## config.mk

```make
export PLATFORM = sky130hd
export DESIGN_NAME = camera_capture_ctrl
export DESIGN_NICKNAME = d
export VERILOG_FILES = /design/src/rtl/cam_pkg.sv /design/src/rtl/camera_capture_ctrl_sync_edge.sv /design/src/rtl/camera_capture_ctrl.sv
export SDC_FILE = /design/constraint.sdc
export NUM_CORES = 1
export LEC_CHECK = 0
export BUFFER_PORTS_ARGS = -buffer_cell sky130_fd_sc_hd__clkbuf_2
export CAP_MARGIN = 10
export CORE_UTILIZATION = 58
export DETAILED_ROUTE_END_ITERATION = 16
export PLACE_DENSITY = 0.88
export SLEW_MARGIN = 20
export SYNTH_ARGS = -nofsm -noshare
export SYNTH_HDL_FRONTEND = slang
export SYNTH_SLANG_ARGS = --single-unit
```

## constraint.sdc

```tcl
create_clock -name clk -period 2.2 [get_ports clk]
set_input_delay 0.66 -clock clk [delete_from_list [all_inputs] [get_ports clk]]
set_output_delay 0.66 -clock clk [all_outputs]
set_load 0.03 [all_outputs]
```

## src/rtl/cam_pkg.sv

```systemverilog
// Shared types and defaults for the camera capture controller.
package cam_pkg;

  localparam int H_ACTIVE_DEF = 640;
  localparam int V_ACTIVE_DEF = 480;

  typedef struct packed {
    logic [4:0] r;
    logic [5:0] g;
    logic [4:0] b;
  } rgb565_t;

  typedef enum logic [1:0] {
    IDLE    = 2'd0,
    ARM     = 2'd1,
    CAPTURE = 2'd2,
    DONE    = 2'd3
  } cap_state_e;

  // The camera sends the high byte first; the pixel is {first, second}.
  function automatic rgb565_t to_rgb565(input logic [7:0] hi, input logic [7:0] lo);
    return rgb565_t'({hi, lo});
  endfunction

endpackage

```

## src/rtl/camera_capture_ctrl_sync_edge.sv

```systemverilog
// N-stage synchronizer for an asynchronous level, plus a one-cycle pulse
// on the rising edge of the synchronized level.
module sync_edge #(
  parameter int STAGES = 2
) (
  input  logic clk_i,
  input  logic rst_ni,
  input  logic async_i,
  output logic rise_o
);

  logic [STAGES-1:0] sync_q;
  logic              prev_q;

  // Shift the async level through the synchronizer and keep the last value.
  always_ff @(posedge clk_i or negedge rst_ni) begin
    if (!rst_ni) begin
      sync_q <= '0;
      prev_q <= 1'b0;
    end else begin
      sync_q <= {sync_q[STAGES-2:0], async_i};
      prev_q <= sync_q[STAGES-1];
    end
  end

  assign rise_o = sync_q[STAGES-1] & ~prev_q;

endmodule

```

## src/rtl/camera_capture_ctrl.sv

```systemverilog
// Frame capture sequencer: arms on a shutter press (or free-runs), aligns to
// the vsync falling edge, pairs bytes into RGB565 pixels with x/y, and flags
// frame geometry errors. Handshake: pix_valid is a one-cycle strobe with
// pix_data/pix_x/pix_y valid in the same cycle; there is no ready, so the
// consumer must take every strobe.
module camera_capture_ctrl
  import cam_pkg::*;
#(
  parameter int H_ACTIVE    = H_ACTIVE_DEF,
  parameter int V_ACTIVE    = V_ACTIVE_DEF,
  parameter int SYNC_STAGES = 2
) (
  input  logic                        clk,
  input  logic                        reset_n,
  input  logic                        cam_href,
  input  logic                        cam_vsync,
  input  logic [7:0]                  cam_data,
  input  logic                        shutter_sw,
  input  logic                        continuous,
  output logic                        pix_valid,
  output logic [15:0]                 pix_data,
  output logic [$clog2(H_ACTIVE)-1:0] pix_x,
  output logic [$clog2(V_ACTIVE)-1:0] pix_y,
  output logic                        frame_start,
  output logic                        frame_done,
  output logic                        busy,
  output logic                        geom_err
);

  localparam int XW  = $clog2(H_ACTIVE);
  localparam int YW  = $clog2(V_ACTIVE);
  // Per-line pixel and per-frame line counts saturate one past nominal so
  // that both "short" and "long" are distinguishable from exact.
  localparam int LPW = $clog2(H_ACTIVE + 2);
  localparam int LNW = $clog2(V_ACTIVE + 2);

  cap_state_e       state_q, state_d;
  logic             href_r_q, vsync_r_q, href_p_q, vsync_p_q;
  logic [7:0]       data_r_q;
  logic             press;
  logic             phase_q, phase_d;
  logic [7:0]       hi_q, hi_d;
  logic [XW-1:0]    x_cnt_q, x_cnt_d, pix_x_q, pix_x_d;
  logic [YW-1:0]    y_cnt_q, y_cnt_d, pix_y_q, pix_y_d;
  logic [LPW-1:0]   line_pix_q, line_pix_d;
  logic [LNW-1:0]   lines_q, lines_d, lines_eff;
  logic             pix_valid_q, pix_valid_d;
  rgb565_t          pix_q, pix_d;
  logic             err_q, err_d;
  logic             fstart_q, fstart_d;
  logic             vsync_fall, vsync_rise;

  sync_edge #(.STAGES(SYNC_STAGES)) u_shutter (
    .clk_i  (clk),
    .rst_ni (reset_n),
    .async_i(shutter_sw),
    .rise_o (press)
  );

  assign vsync_fall = ~vsync_r_q & vsync_p_q;
  assign vsync_rise = vsync_r_q & ~vsync_p_q;

  // Register the camera bus once and keep the previous copy for edge detection.
  always_ff @(posedge clk or negedge reset_n) begin
    if (!reset_n) begin
      href_r_q  <= 1'b0;
      vsync_r_q <= 1'b0;
      data_r_q  <= '0;
      href_p_q  <= 1'b0;
      vsync_p_q <= 1'b0;
    end else begin
      href_r_q  <= cam_href;
      vsync_r_q <= cam_vsync;
      data_r_q  <= cam_data;
      href_p_q  <= href_r_q;
      vsync_p_q <= vsync_r_q;
    end
  end

  // Capture sequencing; a fall is only seen after a rise, so arming while
  // vsync is already low waits for the next full blanking interval.
  always_comb begin
    state_d = state_q;
    unique case (state_q)
      IDLE:    if (press || continuous) state_d = ARM;
      ARM:     if (vsync_fall)          state_d = CAPTURE;
      CAPTURE: if (vsync_rise)          state_d = DONE;
      DONE:    state_d = continuous ? ARM : IDLE;
      default: state_d = IDLE;
    endcase
  end

  // Byte pairing, coordinate counters and geometry checking.
  always_comb begin
    phase_d     = phase_q;
    hi_d        = hi_q;
    x_cnt_d     = x_cnt_q;
    y_cnt_d     = y_cnt_q;
    line_pix_d  = line_pix_q;
    lines_d     = lines_q;
    lines_eff   = lines_q;
    pix_valid_d = 1'b0;
    pix_d       = pix_q;
    pix_x_d     = pix_x_q;
    pix_y_d     = pix_y_q;
    err_d       = err_q;
    fstart_d    = 1'b0;
    if (state_q != ARM && state_d == ARM) err_d = 1'b0;
    if (state_q == ARM && vsync_fall) begin
      fstart_d   = 1'b1;
      phase_d    = 1'b0;
      x_cnt_d    = '0;
      y_cnt_d    = '0;
      line_pix_d = '0;
      lines_d    = '0;
    end
    if (state_q == CAPTURE) begin
      if (href_r_q) begin
        if (vsync_r_q) err_d = 1'b1;
        if (!phase_q) begin
          hi_d    = data_r_q;
          phase_d = 1'b1;
        end else begin
          phase_d     = 1'b0;
          pix_valid_d = 1'b1;
          pix_d       = to_rgb565(hi_q, data_r_q);
          pix_x_d     = x_cnt_q;
          pix_y_d     = y_cnt_q;
          if (x_cnt_q != XW'(H_ACTIVE - 1))    x_cnt_d    = x_cnt_q + 1'b1;
          if (line_pix_q != LPW'(H_ACTIVE + 1)) line_pix_d = line_pix_q + 1'b1;
        end
      end else if (href_p_q) begin
        // Line end: an odd phase means a dangling byte, which is dropped.
        if (phase_q || line_pix_q != LPW'(H_ACTIVE)) err_d = 1'b1;
        phase_d    = 1'b0;
        x_cnt_d    = '0;
        line_pix_d = '0;
        if (y_cnt_q != YW'(V_ACTIVE - 1)) y_cnt_d = y_cnt_q + 1'b1;
        if (lines_q != LNW'(V_ACTIVE + 1)) lines_eff = lines_q + 1'b1;
        lines_d = lines_eff;
      end
      // A line ending in the same cycle as the vsync rise is counted first.
      if (vsync_rise && lines_eff != LNW'(V_ACTIVE)) err_d = 1'b1;
    end
  end

  // State and datapath registers.
  always_ff @(posedge clk or negedge reset_n) begin
    if (!reset_n) begin
      state_q     <= IDLE;
      phase_q     <= 1'b0;
      hi_q        <= '0;
      x_cnt_q     <= '0;
      y_cnt_q     <= '0;
      line_pix_q  <= '0;
      lines_q     <= '0;
      pix_valid_q <= 1'b0;
      pix_q       <= '0;
      pix_x_q     <= '0;
      pix_y_q     <= '0;
      err_q       <= 1'b0;
      fstart_q    <= 1'b0;
    end else begin
      state_q     <= state_d;
      phase_q     <= phase_d;
      hi_q        <= hi_d;
      x_cnt_q     <= x_cnt_d;
      y_cnt_q     <= y_cnt_d;
      line_pix_q  <= line_pix_d;
      lines_q     <= lines_d;
      pix_valid_q <= pix_valid_d;
      pix_q       <= pix_d;
      pix_x_q     <= pix_x_d;
      pix_y_q     <= pix_y_d;
      err_q       <= err_d;
      fstart_q    <= fstart_d;
    end
  end

  assign pix_valid   = pix_valid_q;
  assign pix_data    = pix_q;
  assign pix_x       = pix_x_q;
  assign pix_y       = pix_y_q;
  assign frame_start = fstart_q;
  assign frame_done  = (state_q == DONE);
  assign busy        = (state_q == ARM) || (state_q == CAPTURE);
  assign geom_err    = err_q;

endmodule

```

==> Word-level counts from Yosys, hierarchy flattened <==
Cells that the tools add are included.
{ "op_classes": {"n_addsub": 4, "n_eq_ne": 11, "muxes": 46, "n_bitwise": 7, "n_reduce_logical": 9} }
{ "op_table": {"columns": ["op", "n"], "rows": [
  ["$mux W10", 12],
  ["$mux W9", 13],
  ["$ne A10 B10 Y1 const B", 3],
  ["$ne A9 B9 Y1 const B", 3],
  ["$add A10 B1 Y10 const B", 2],
  ["$add A9 B1 Y9 const B", 2],
  ["$mux W1", 17],
  ["$pmux W2 S4", 1],
  ["$mux W2", 3],
  ["$reduce_and A3 Y1", 2],
  ["$eq A2 B1 Y1 const B", 2],
  ["$eq A2 B2 Y1 const B", 2],
  ["$not A1 Y1", 4],
  ["$and A1 B1 Y1", 3],
  ["$logic_and A1 B1 Y1", 3],
  ["$logic_or A1 B1 Y1", 3],
  ["$logic_not A2 Y1", 1],
  ["$ne A2 B1 Y1 const B", 1]
]} }
{ "word_totals": {"reg_bits": 102, "input_bits": 14, "out_inout_bits": 40, "word_cells": 99} }

==> Depth between registers and ports, before layout <==
{ "logic_depth": {"word_depth": 13, "ltp_mapped": 9} }

==> Cells and area by module <==
From an unflattened synthesis, not the netlist that was laid out.
{ "unflattened": {"cells_unflattened": 498, "hier_area_um2": 4660.7} }
{ "modules_own_cells": {"columns": ["mod", "n_inst", "cells_each", "area_each_um2"], "rows": [
  ["camera_capture_ctrl", 1, 494, 4571.9],
  ["sync_edge", 1, 4, 88.8]
]} }

==> Worst setup path after synthesis <==
No wires, ideal clock.
{ "synth_timing": {"kind": "register -> register", "startpoint": "reg line_pix_q[8]", "endpoint": "reg err_q (netlist: geom_err)", "t_arrival_ns": 1.772, "required_time_ns": 2.058, "path_slack_ns": 0.286, "stages_incl_launch_ff": 6, "n_path_buf": 0, "period_less_slack_ns": 1.914, "path_cell_list": "dfrtp_1 -> or4_4 -> o41ai_4 -> nand3_1 -> a2111oi_2 -> o221ai_1"} }
{ "synth_via": {"elab_chain_cells": 7} }
{ "synth_lines": {"columns": ["element", "line_no", "rtl"], "rows": [
  ["from (decl)", "camera_capture_ctrl.sv:45", "logic [LPW-1:0] line_pix_q, line_pix_d;"],
  ["from (signal assigned)", "camera_capture_ctrl.sv:169", "line_pix_q <= line_pix_d;"],
  ["$ne A10 B10 Y1", "camera_capture_ctrl.sv:134", "if (phase_q || line_pix_q != LPW'(H_ACTIVE)) err_d = 1'b1;"],
  ["$logic_or A1 B1 Y1", "camera_capture_ctrl.sv:134", null],
  ["$mux W1", "camera_capture_ctrl.sv:134", null],
  ["$mux W1", "camera_capture_ctrl.sv:132", "end else if (href_p_q) begin"],
  ["$mux W1", "camera_capture_ctrl.sv:118", "if (href_r_q) begin"],
  ["$mux W1", "camera_capture_ctrl.sv:143", "if (vsync_rise && lines_eff != LNW'(V_ACTIVE)) err_d = 1'b1;"],
  ["$mux W1", "camera_capture_ctrl.sv:117", "if (state_q == CAPTURE) begin"],
  ["named net err_d", "camera_capture_ctrl.sv:49", "logic err_q, err_d;"],
  ["to (signal assigned)", "camera_capture_ctrl.sv:175", "err_q <= err_d;"],
  ["to (decl)", "camera_capture_ctrl.sv:49", null]
]} }
The timed path passes the listed nets, and every way through them passes these cells.
A chain may end at the register's enable or synchronous reset.

==> Worst setup path after layout <==
Ends and elaborated chain as after synthesis.

==> flow_summary.toml <==
[sta]
fmax_ghz = 0.480
worst_pin_slew_ns = 0.595
setup_viol = 0
skew_ns = 0.00880
rsz0062_at_grt = "no"
fin_crit_sh_pct = 94.7
max-slew-margin-rel_pct = 60.0
setup_tns_ns = 0
finalCriticalPeriod_ns = 2.08
finalHoldViolations = 0
slew_violations = 0
hold_slack_ns = 0.239

[cells_and_area]
fillers = 554
fin_cells = 680
area_delta_synth_final_pct = 13.6
multi_input_area_um2 = 2070
seqCellArea_um2 = 2550
num_antenna_cells = 0
drive_gt1_share_pct = 19.2
final_cell_area_um2 = 5470
nets = 598
utilization_pct = 69.4

[worst_hold_path]
hold_path_class = "in -> async"

[clocking]
cts_root_buffer = "clkbuf_8"
clock_path_buffers = 2
clkSinkCount = 102
h-tree-depth = 3
clk_latency_ns = 0.38
cts_made_buffers = 9
clk_pin_slew_ns = 0.11
cts_tree = "yes"

[global_route]
grtUsageTotal_pct = 26.3
grt.overflow.total = 0
grt_antenna_before_repair = 0
grt_pass1_vias = 3830
grt_pass1_wl_mm = 17.9
grt_max_degree = 39

[pwr]
p_leak_nw = 2.68
vdd_ir_drop_max_uv = 484
powerDensity_nw_per_um2 = 803

[detailed_routing]
wl_per_cell_um = 15.9
vias = 4029
vias_per_cell = 5.93
ant_nets = 0
drtIter0Drc = 310
drt_pass1_iterations = 7
drc = 0
postRouteWirelength_mm = 10.8

[critical_path]
slowest_stage = "or4_4"
critPathLaunchType = "flop"
cp_slowest_stage_delay_ns = 0.59
cpLargestDelayFamily = "compound AO/OA/AOI/OAI gates"
required_ns = 2.44
crit_buf_inv = 0
path_cells = "or4_4, o41ai_4, nand3_1, a2111oi_2, o221ai_1"
crit_fanout = 5
critPathKind = "reg -> reg"
critPathArrivalTime_ns = 2.32
end_kind = "flop"

[run]
maxCapViolations = 0

[synthesis]
synth-main-ff-cell = "dfrtp_1"
async_reset_ff_share_pct = 100
syn_area_per_cell_um2 = 9.32
synth.distinct_cells = 62
synth_top_area_cell = "dfrtp_1"
synth_top_area_share_pct = 53.0
yosysSeqAreaShare_pct = 53.0
synth_edf_count = 0
netlist_area_um2 = 4820
synth_common_cells = "nand2_1, dfrtp_1, o21ai_0, nor2_1, a21oi_1"
synthCells = 517
yosysMostFrequentCell = "nand2_1"
syn-num-nets = 542
ys_warn_count = 0
synthTopCellsByArea = "dfrtp_1, nand2_1, o21ai_0"
ys_seq_elements = 102

[die]
start_util_pct = 61.1
die_y_um = 93.1
rows = 32
fp.dieW_um = 93.1
pin_count = 54
core_um2 = 7890
die_area_um2 = 8670

[place]
placed_cells_incl_taps = 661
place_area_um2 = 5220
hpwl_mm = 7.24
gp_congestion = 0.875
numPortBuffers = 53

[status]
status = "finished, final reports clean"
-- registers in the layout (all words and copies together) (netlist names), 2 cells and up --
| signal | cells |
|---|---|
| line_pix_q | 10 |
| state_q | 2 |
| pix_x | 10 |
| u_shutter.sync_q | 2 |
| data_r_q | 8 |
| hi_q | 8 |
| y_cnt_q | 9 |
| x_cnt_q | 10 |
| pix_y | 9 |
| pix_data | 16 |
| lines_q | 9 |
-- final cells by class --
| cell class | count | area share [%] |
|---|---|---|
| Tap cell | 102 | 2.33 |
| Clock inverter | 7 | 1.87 |
| Timing Repair Buffer | 72 | 7.73 |
| Inverter | 20 | 1.44 |
| Clock buffer | 9 | 2.26 |
| Multi-Input combinational cell | 368 | 37.7 |
| Sequential cell | 102 | 46.6 |
-- placed cells by master, fill, tap and decap left out, types with 3 or more instances in the layout --
master and count:
a21oi_1 21, a31oi_1 7, and2_1 3, and3_1 4, and4_1 3, buf_4 19, clkbuf_2 52, clkbuf_8 9
dfrtp_1 102, ha_1 11, inv_1 18, mux2_2 8, mux2i_1 3, nand2_1 140, nand2b_1 3, nand3_1 16
nand3b_1 4, nand4_1 8, nor2_1 25, nor2b_1 4, nor3_1 6, o21a_1 4, o21ai_0 46, o31ai_1 6
o41ai_1 4, xor2_1 4
-- report_power, final --
| part | switching (W) | internal, W |
|---|---|---|
| combinational | 0.000532 | 0.000335 |
| clock | 0.000738 | 0.000567 |
| sequential | 0.000172 | 0.00205 |
-- final timing paths --
kind                                  endpoint  cells after the start                start  slack, ns
setup / recovery                      geom_err                      5        line_pix_q[8]       0.12
hold / removal                        href_p_q                      1              reset_n       0.24
setup reg to reg                      geom_err                      5        line_pix_q[8]       0.12
hold reg to reg            u_shutter.sync_q[1]                      0  u_shutter.sync_q[0]       0.36
max in group asynchronous          pix_data[2]                      2              reset_n       1.35
min in group clk           u_shutter.sync_q[1]                      0  u_shutter.sync_q[0]       0.36
-- through the flow --
stage                     setup WS (ns)  power [W]
final                             0.117    0.00440
after global placement            0.207    0.00304
after detailed placement          0.150    0.00311
after global routing            0.00535    0.00459
after floorplan                   0.286    0.00284
after CTS                         0.122    0.00441
-- cells by family after synthesis --
kind of cell / count (synthesis) / share of synthesized area, %
muxes: 11 / 2.49
adders and majority gates: 11 / 2.86
and+or+nand+nor: 228 / 21.3
buffers and inverters: 47 / 4.31
xor gates and xnor gates: 6 / 1.09
AOI/OAI and AO/OA: 112 / 14.9
DFF: 102 / 53.0
-- per-layer routing --
metal | share of wire [%] | global-route usage, % | up-vias
li1 | - | - | 1886
met1 | 43 | 35.1 | 1931
met2 | 49 | 43.9 | 182
met3 | 5.6 | 3.58 | 30
met4 | 2.2 | 9.74 | 0
met5 | 0 | 0 | -
-- repair_timing --
action | CTS | global route
hold buffers | 0 | 0
endpoints found under the setup margin | 0 | 7
buffers inserted | 0 | 3
gates resized for setup | 0 | 2
No activity file was read; power rests on OpenSTA's default activity.
